===== config.mk =====
export PLATFORM = sky130hd
export DESIGN_NAME = step_protocol_generator
export DESIGN_NICKNAME = d
export VERILOG_FILES = /design/src/rtl/step_protocol_generator.sv
export SDC_FILE = /design/constraint.sdc
export NUM_CORES = 1
export LEC_CHECK = 0
export CAP_MARGIN = 15
export CORE_ASPECT_RATIO = 1.2
export CORE_MARGIN = 5
export CORE_UTILIZATION = 40
export DETAILED_ROUTE_END_ITERATION = 8
export PLACE_DENSITY = 0.72
export REMOVE_ABC_BUFFERS = 1
export SYNTH_ARGS = -nofsm -noshare
export SYNTH_HDL_FRONTEND = slang
export SYNTH_SLANG_ARGS = --single-unit

===== constraint.sdc =====
create_clock -name clk_i -period 6.3 [get_ports clk_i]
set_input_delay 1.26 -clock clk_i [delete_from_list [all_inputs] [get_ports clk_i]]
set_output_delay 1.26 -clock clk_i [all_outputs]
set_load 0.05 [all_outputs]

===== src/rtl/step_protocol_generator.sv =====
`default_nettype none
// +--------------------------------------------------------------------------+
// | Module   : step_protocol_generator                                        |
// | Purpose  : Two-level (low/high) protocol generator with linear ramps     |
// |            between the levels and a matching indicator trace. Runs a     |
// |            programmable number of cycles (0 = forever), then holds L     |
// |            and flags completion.                                         |
// | Ports    : clk_i, rst_i (sync, active-high), enable_i (run request)      |
// |            low_level_i/high_level_i : signed levels L and H              |
// |            dwell_low_i/dwell_high_i : clocks at L / H (0 treated as 1)   |
// |            ramp_step_i              : unsigned step per clock, 0 = jump  |
// |            n_cycles_i               : cycles to run, 0 = infinite        |
// |            data_o, indicator_o, cycle_count_o, cycle_pulse_o,            |
// |            busy_o, done_o           : all registered                     |
// | Revision : 1.0 - initial release                                         |
// +--------------------------------------------------------------------------+
module step_protocol_generator #(
  parameter int                 WIDTH     = 14,
  parameter int                 CNT_WIDTH = 32,
  parameter logic [WIDTH-1:0]   IND_VALUE = 'h1FFF
) (
  input  logic                 clk_i,
  input  logic                 rst_i,
  input  logic                 enable_i,
  input  logic [WIDTH-1:0]     low_level_i,
  input  logic [WIDTH-1:0]     high_level_i,
  input  logic [CNT_WIDTH-1:0] dwell_low_i,
  input  logic [CNT_WIDTH-1:0] dwell_high_i,
  input  logic [WIDTH-1:0]     ramp_step_i,
  input  logic [CNT_WIDTH-1:0] n_cycles_i,
  output logic [WIDTH-1:0]     data_o,
  output logic [WIDTH-1:0]     indicator_o,
  output logic [CNT_WIDTH-1:0] cycle_count_o,
  output logic                 cycle_pulse_o,
  output logic                 busy_o,
  output logic                 done_o
);

  typedef enum logic [2:0] {
    S_IDLE      = 3'd0,
    S_LOW       = 3'd1,
    S_RAMP_UP   = 3'd2,
    S_HIGH      = 3'd3,
    S_RAMP_DOWN = 3'd4,
    S_DONE      = 3'd5
  } state_t;

  state_t               r_state, w_state_n;

  // Configuration captured on IDLE exit
  logic [WIDTH-1:0]     r_low, r_high, r_step;
  logic [CNT_WIDTH-1:0] r_dwell_low, r_dwell_high, r_n_cycles;

  // Remaining clocks in the current dwell after the present one
  logic [CNT_WIDTH-1:0] r_dwell, w_dwell_n;

  logic [WIDTH-1:0]     r_data, w_data_n;
  logic [WIDTH-1:0]     r_ind, w_ind_n;
  logic [CNT_WIDTH-1:0] r_cnt, w_cnt_n;
  logic                 r_pulse, w_pulse_n;
  logic                 r_busy, w_busy_n;
  logic                 r_done, w_done_n;

  logic                 w_load;
  logic [WIDTH-1:0]     w_target;
  logic signed [WIDTH:0] w_diff;
  logic [WIDTH:0]       w_dist;
  logic                 w_land;
  logic [WIDTH-1:0]     w_stepped;
  logic [WIDTH-1:0]     w_step_val;

  // A dwell of N clocks loads N-1 so the counter hits zero on the last clock
  function automatic logic [CNT_WIDTH-1:0] dwell_reload(input logic [CNT_WIDTH-1:0] d);
    return (d == '0) ? '0 : d - 1'b1;
  endfunction

  assign w_load = (r_state == S_IDLE) && enable_i;

  // Step rule: rising phases head for H, falling phases head for L
  assign w_target = ((r_state == S_LOW) || (r_state == S_RAMP_UP)) ? r_high : r_low;

  // One extra bit keeps T-v exact for any pair of signed WIDTH-bit values
  assign w_diff = $signed({w_target[WIDTH-1], w_target}) - $signed({r_data[WIDTH-1], r_data});
  assign w_dist = w_diff[WIDTH] ? $unsigned(-w_diff) : $unsigned(w_diff);
  assign w_land = (r_step == '0) || (w_dist <= {1'b0, r_step});

  // Only used when not landing, so v+-S lies strictly between v and T and
  // the WIDTH-bit modular result is exact.
  assign w_stepped  = w_diff[WIDTH] ? (r_data - r_step) : (r_data + r_step);
  assign w_step_val = w_land ? w_target : w_stepped;

  always_comb begin
    w_state_n = r_state;
    w_data_n  = r_data;
    w_cnt_n   = r_cnt;
    w_pulse_n = 1'b0;
    w_dwell_n = r_dwell;

    case (r_state)
      S_IDLE: begin
        w_data_n = '0;
        if (enable_i) begin
          w_state_n = S_LOW;
          w_data_n  = low_level_i;
          w_cnt_n   = '0;
          w_dwell_n = dwell_reload(dwell_low_i);
        end
      end

      S_LOW, S_RAMP_UP: begin
        if (!enable_i) begin
          w_state_n = S_IDLE;
          w_data_n  = '0;
        end else if ((r_state == S_LOW) && (r_dwell != '0)) begin
          w_dwell_n = r_dwell - 1'b1;
        end else if (w_land) begin
          w_state_n = S_HIGH;
          w_data_n  = w_step_val;
          w_dwell_n = dwell_reload(r_dwell_high);
        end else begin
          w_state_n = S_RAMP_UP;
          w_data_n  = w_step_val;
        end
      end

      S_HIGH, S_RAMP_DOWN: begin
        if (!enable_i) begin
          w_state_n = S_IDLE;
          w_data_n  = '0;
        end else if ((r_state == S_HIGH) && (r_dwell != '0)) begin
          w_dwell_n = r_dwell - 1'b1;
        end else if (w_land) begin
          // Landing on L completes one cycle
          w_data_n  = r_low;
          w_cnt_n   = r_cnt + 1'b1;
          w_pulse_n = 1'b1;
          if ((r_n_cycles != '0) && (w_cnt_n == r_n_cycles)) begin
            w_state_n = S_DONE;
          end else begin
            w_state_n = S_LOW;
            w_dwell_n = dwell_reload(r_dwell_low);
          end
        end else begin
          w_state_n = S_RAMP_DOWN;
          w_data_n  = w_step_val;
        end
      end

      S_DONE: begin
        w_data_n = r_low;
        if (!enable_i) begin
          w_state_n = S_IDLE;
          w_data_n  = '0;
        end
      end

      default: begin
        w_state_n = S_IDLE;
        w_data_n  = '0;
      end
    endcase

    // Flags follow the next state so they align with data on the same edge
    w_ind_n  = (w_state_n == S_HIGH) ? IND_VALUE : '0;
    w_busy_n = (w_state_n != S_IDLE) && (w_state_n != S_DONE);
    w_done_n = (w_state_n == S_DONE);
  end

  always_ff @(posedge clk_i) begin
    if (rst_i) begin
      r_state      <= S_IDLE;
      r_data       <= '0;
      r_ind        <= '0;
      r_cnt        <= '0;
      r_pulse      <= 1'b0;
      r_busy       <= 1'b0;
      r_done       <= 1'b0;
      r_dwell      <= '0;
      r_low        <= '0;
      r_high       <= '0;
      r_step       <= '0;
      r_dwell_low  <= '0;
      r_dwell_high <= '0;
      r_n_cycles   <= '0;
    end else begin
      r_state <= w_state_n;
      r_data  <= w_data_n;
      r_ind   <= w_ind_n;
      r_cnt   <= w_cnt_n;
      r_pulse <= w_pulse_n;
      r_busy  <= w_busy_n;
      r_done  <= w_done_n;
      r_dwell <= w_dwell_n;
      if (w_load) begin
        r_low        <= low_level_i;
        r_high       <= high_level_i;
        r_step       <= ramp_step_i;
        r_dwell_low  <= dwell_low_i;
        r_dwell_high <= dwell_high_i;
        r_n_cycles   <= n_cycles_i;
      end
    end
  end

  assign data_o        = r_data;
  assign indicator_o   = r_ind;
  assign cycle_count_o = r_cnt;
  assign cycle_pulse_o = r_pulse;
  assign busy_o        = r_busy;
  assign done_o        = r_done;

endmodule
`default_nettype wire


==> flow_metrics.py <==
metrics = {
    "outcome": {
        "outcome": "finished, final reports clean",
    },
    "power": {
        "p_total_mw": 6.14,
        "peakVddDrop_v": 0.000218,
        "leakagePower_nw": 6.81,
        "p_clk_share_pct": 28.2,
        "switching_share_pct": 39.5,
        "powerDensity_nw_per_um2": 325,
        "p_comb_share_pct": 44.4,
        "p_seq_share_pct": 27.4,
        "internal_power_mw": 3.72,
        "p_sw_mw": 2.42,
    },
    "yosys": {
        "synthFlopType": "dfxtp_1",
        "ys_seq_area_share_pct": 28.7,
        "synth.most_common_cell": "nand2_1",
        "yosysTopAreaCellShare_pct": 28.7,
        "synth_edf_count": 0,
        "synth-seq-cells": 223,
        "async_reset_ff_share_pct": 0,
        "avgSynthCellArea_sq_um": 7.37,
        "ys_types": 99,
        "yosysTopAreaCell": "dfxtp_1",
        "netlist_area_sq_um": 15600,
        "synth_area_leaders": "dfxtp_1 (29%), nand2_1 (11%), xnor2_1 (6.7%)",
        "yosys_warnings": 0,
        "netlist_instances": 2112,
        "synthTopCellsByCount": "nand2_1 (440), dfxtp_1 (223), a21oi_1 (191)",
    },
    "critical_path": {
        "end_kind": "flop",
        "critPathLaunchType": "flop",
        "path_class": "flop to flop",
        "crit_fanout": 32,
        "r2r_setup_slack_ns": 0.42,
        "critPathRequiredTime_ns": 6.76,
        "r2r-end": "r_dwell[9]",
        "r2r_cells": 27,
        "reg2reg_from": "r_state[1]",
        "worstPathArrival_ns": 6.34,
    },
    "drt": {
        "route.detailed.drc": 0,
        "first_pass_iters": 6,
        "vias_per_cell": 5.81,
        "vias": 16100,
        "routed_wl_um": 52600,
        "post_drt_wl_per_cell_um": 19.0,
        "ant_nets": 0,
        "drtIter0Drc": 1502,
    },
    "global_routing": {
        "grt_pass1_vias": 15500,
        "grt_pass1_wl_um": 82900,
        "antenna_found_initial": 0,
        "grt_overflow": 0,
        "grt_use_total_pct": 23.4,
        "grt_max_degree": 113,
    },
    "clock_network": {
        "clkSinkCount": 223,
        "clkLatencyLatePin_ns": 0.56,
        "cts_max_path_buffers": 3,
        "cts-buffers-inserted": 26,
        "h-tree-depth": 1,
        "clock_tree.root_cell": "clkbuf_16",
        "cts_tree": "built",
        "clk_pin_slew_worst_paths_ns": 0.07,
    },
    "finish": {
        "drive_gt1_share_pct": 5.65,
        "fin_nets": 2422,
        "multi_input_area_sq_um": 10300,
        "nFillCells": 3722,
        "syn_to_final_growth_pct": 21.4,
        "antenna_cells": 0,
        "regArea_sq_um": 4470,
    },
    "sta": {
        "relSlewSlack_pct": 24.3,
        "setup_viol": 0,
        "finalSetupTns_ns": 0,
        "worstMarginPinSlew_ns": 1.14,
        "hold_viol_final": 0,
        "min_period_ns": 5.88,
        "finalCritPeriodShare_pct": 93.3,
        "fin_ws_ns": 0.421,
        "finClkSkew_ns": 0.0158,
        "final_max_slew_viol_count": 0,
        "whs_ns": 0.479,
        "fmax_ghz": 0.170,
    },
    "floorplan": {
        "die_y_um": 226,
        "io_pins": 204,
        "rows": 79,
        "dieArea_sq_um": 43000,
        "initial_utilization_pct": 40.3,
        "dieWidth_um": 190,
        "core_area_sq_um": 38600,
    },
    "placement": {
        "io_buffer_count": 202,
        "place_congestion": 0.950,
        "dpl.hpwl_um": 38700,
        "pre_cts_slack_ns": 0.180,
    },
    "worst_hold_path": {
        "hp-class": "flop to flop",
        "holdPathEnd": "r_step[8]",
        "hold_depth": 2,
        "hp-start": "r_step[8]",
    },
    "job": {
        "drv_cap": 0,
    },
}
==> critical path, cell delays in order (launching register included) <==
cell and delay (ns):
dfxtp_2 0.42, xor2_1 0.27, nor2b_4 0.24, buf_4 0.17, nand2_1 0.06, nand2_1 0.09, inv_1 0.06, fa_1 0.39
nor2b_1 0.19, o21ba_2 0.22, o221ai_1 0.16, xnor2_1 0.24, a2111oi_4 0.42, nand3_1 0.12, inv_1 0.11, a31oi_1 0.10
xnor2_1 0.16, ha_1 0.30, and3_1 0.18, nand3_1 0.07, or2_1 0.22, o311ai_0 0.33, buf_4 0.21, o211ai_2 0.10
a32oi_4 0.36, buf_12 0.25, nor2_1 0.06, a211oi_1 0.24
==> cell usage in the layout, fill, tap and decap left out, drive strengths merged, types with 37 or more instances in the layout <==
cell             n
nand3           49
o22ai           51
ha              51
o21ai           84
clkbuf          37
xnor2          119
inv             51
nor3            63
a21oi          191
clkdlybuf4s50  201
dfxtp          223
nor2           152
nor4            40
nand2          443
xor2            73
==> area by class of cell <==
class / count / area share [%]
multi-input combinational: 1699 / 54.6
sequential: 223 / 23.6
timing repair buffer: 227 / 11.9
clock buffer: 36 / 4.01
tap: 526 / 3.48
clock inverter: 12 / 1.23
inverter: 51 / 1.08
==> power groups by stage <==
stage          combinational [mW]  clock, mW  sequential [mW]
2_1_floorplan                1.88          0             1.72
3_3_place_gp                 2.58          0             1.70
3_5_place_dp                 2.65          0             1.71
4_1_cts                      2.67       1.77             1.68
5_1_grt                      2.99       1.83             1.70
6_report                     2.73       1.73             1.68
==> cell families (layout without fill, tap and decap cells) <==
group	after synthesis	after routing	synth area share (%)
multiplexers	6	6	0.394
buffers and inverters	190	326	5.45
other	1	1	0.0241
AO/OA/AOI/OAI	556	556	23.8
AND/OR/NAND/NOR	891	891	26.5
XOR/XNOR	192	192	10.8
flip-flops	223	223	28.7
adder cells (fa/ha/maj)	53	53	4.36
==> flip-flops by register name, indices dropped and copies added (netlist names) <==
register	flops
busy_o	1
cycle_count_o	32
cycle_pulse_o	1
data_o	14
done_o	1
indicator_o	1
r_dwell	32
r_dwell_high	32
r_dwell_low	32
r_high	14
r_low	14
r_n_cycles	32
r_state	3
r_step	14
==> how the worst max path moves through the flow <==
stage                        end  slack, ns  startpoint  depth (start not counted)
2_1_floorplan          data_o[8]      -6.74    enable_i                          5
3_3_place_gp   cycle_count_o[29]       0.30  r_state[1]                         25
3_5_place_dp   cycle_count_o[29]       0.18  r_state[1]                         26
4_1_cts        cycle_count_o[29]       0.12  r_state[1]                         26
5_1_grt              r_dwell[22]      -0.07  r_state[1]                         25
6_report              r_dwell[9]       0.42  r_state[1]                         27
==> repair_timing <==
item,in CTS,in global routing
buffers inserted,0,1
setup endpoints to repair,0,74
resized for setup,0,15
hold buffers,0,0
==> stage by stage <==
stage	utilization [%]	instance area, sq um	instances
after floorplan	-	14900	1973
after global placement	46.1	17800	2724
after detailed placement	46.1	17800	2724
after CTS	48.7	18800	2772
after global routing	48.9	18900	2774
final	48.9	18900	2774
==> per-layer routing <==
metal | wire length, um | vias to the layer above | GRT usage (%)
li1 | - | 7768 | -
met4 | 2290 | 0 | 10.2
met3 | 3420 | 126 | 3.54
met5 | 0 | - | 0
met2 | 25700 | 617 | 40.9
met1 | 21200 | 7605 | 28.5
Note: power is estimated with default switching activity, not from simulation.
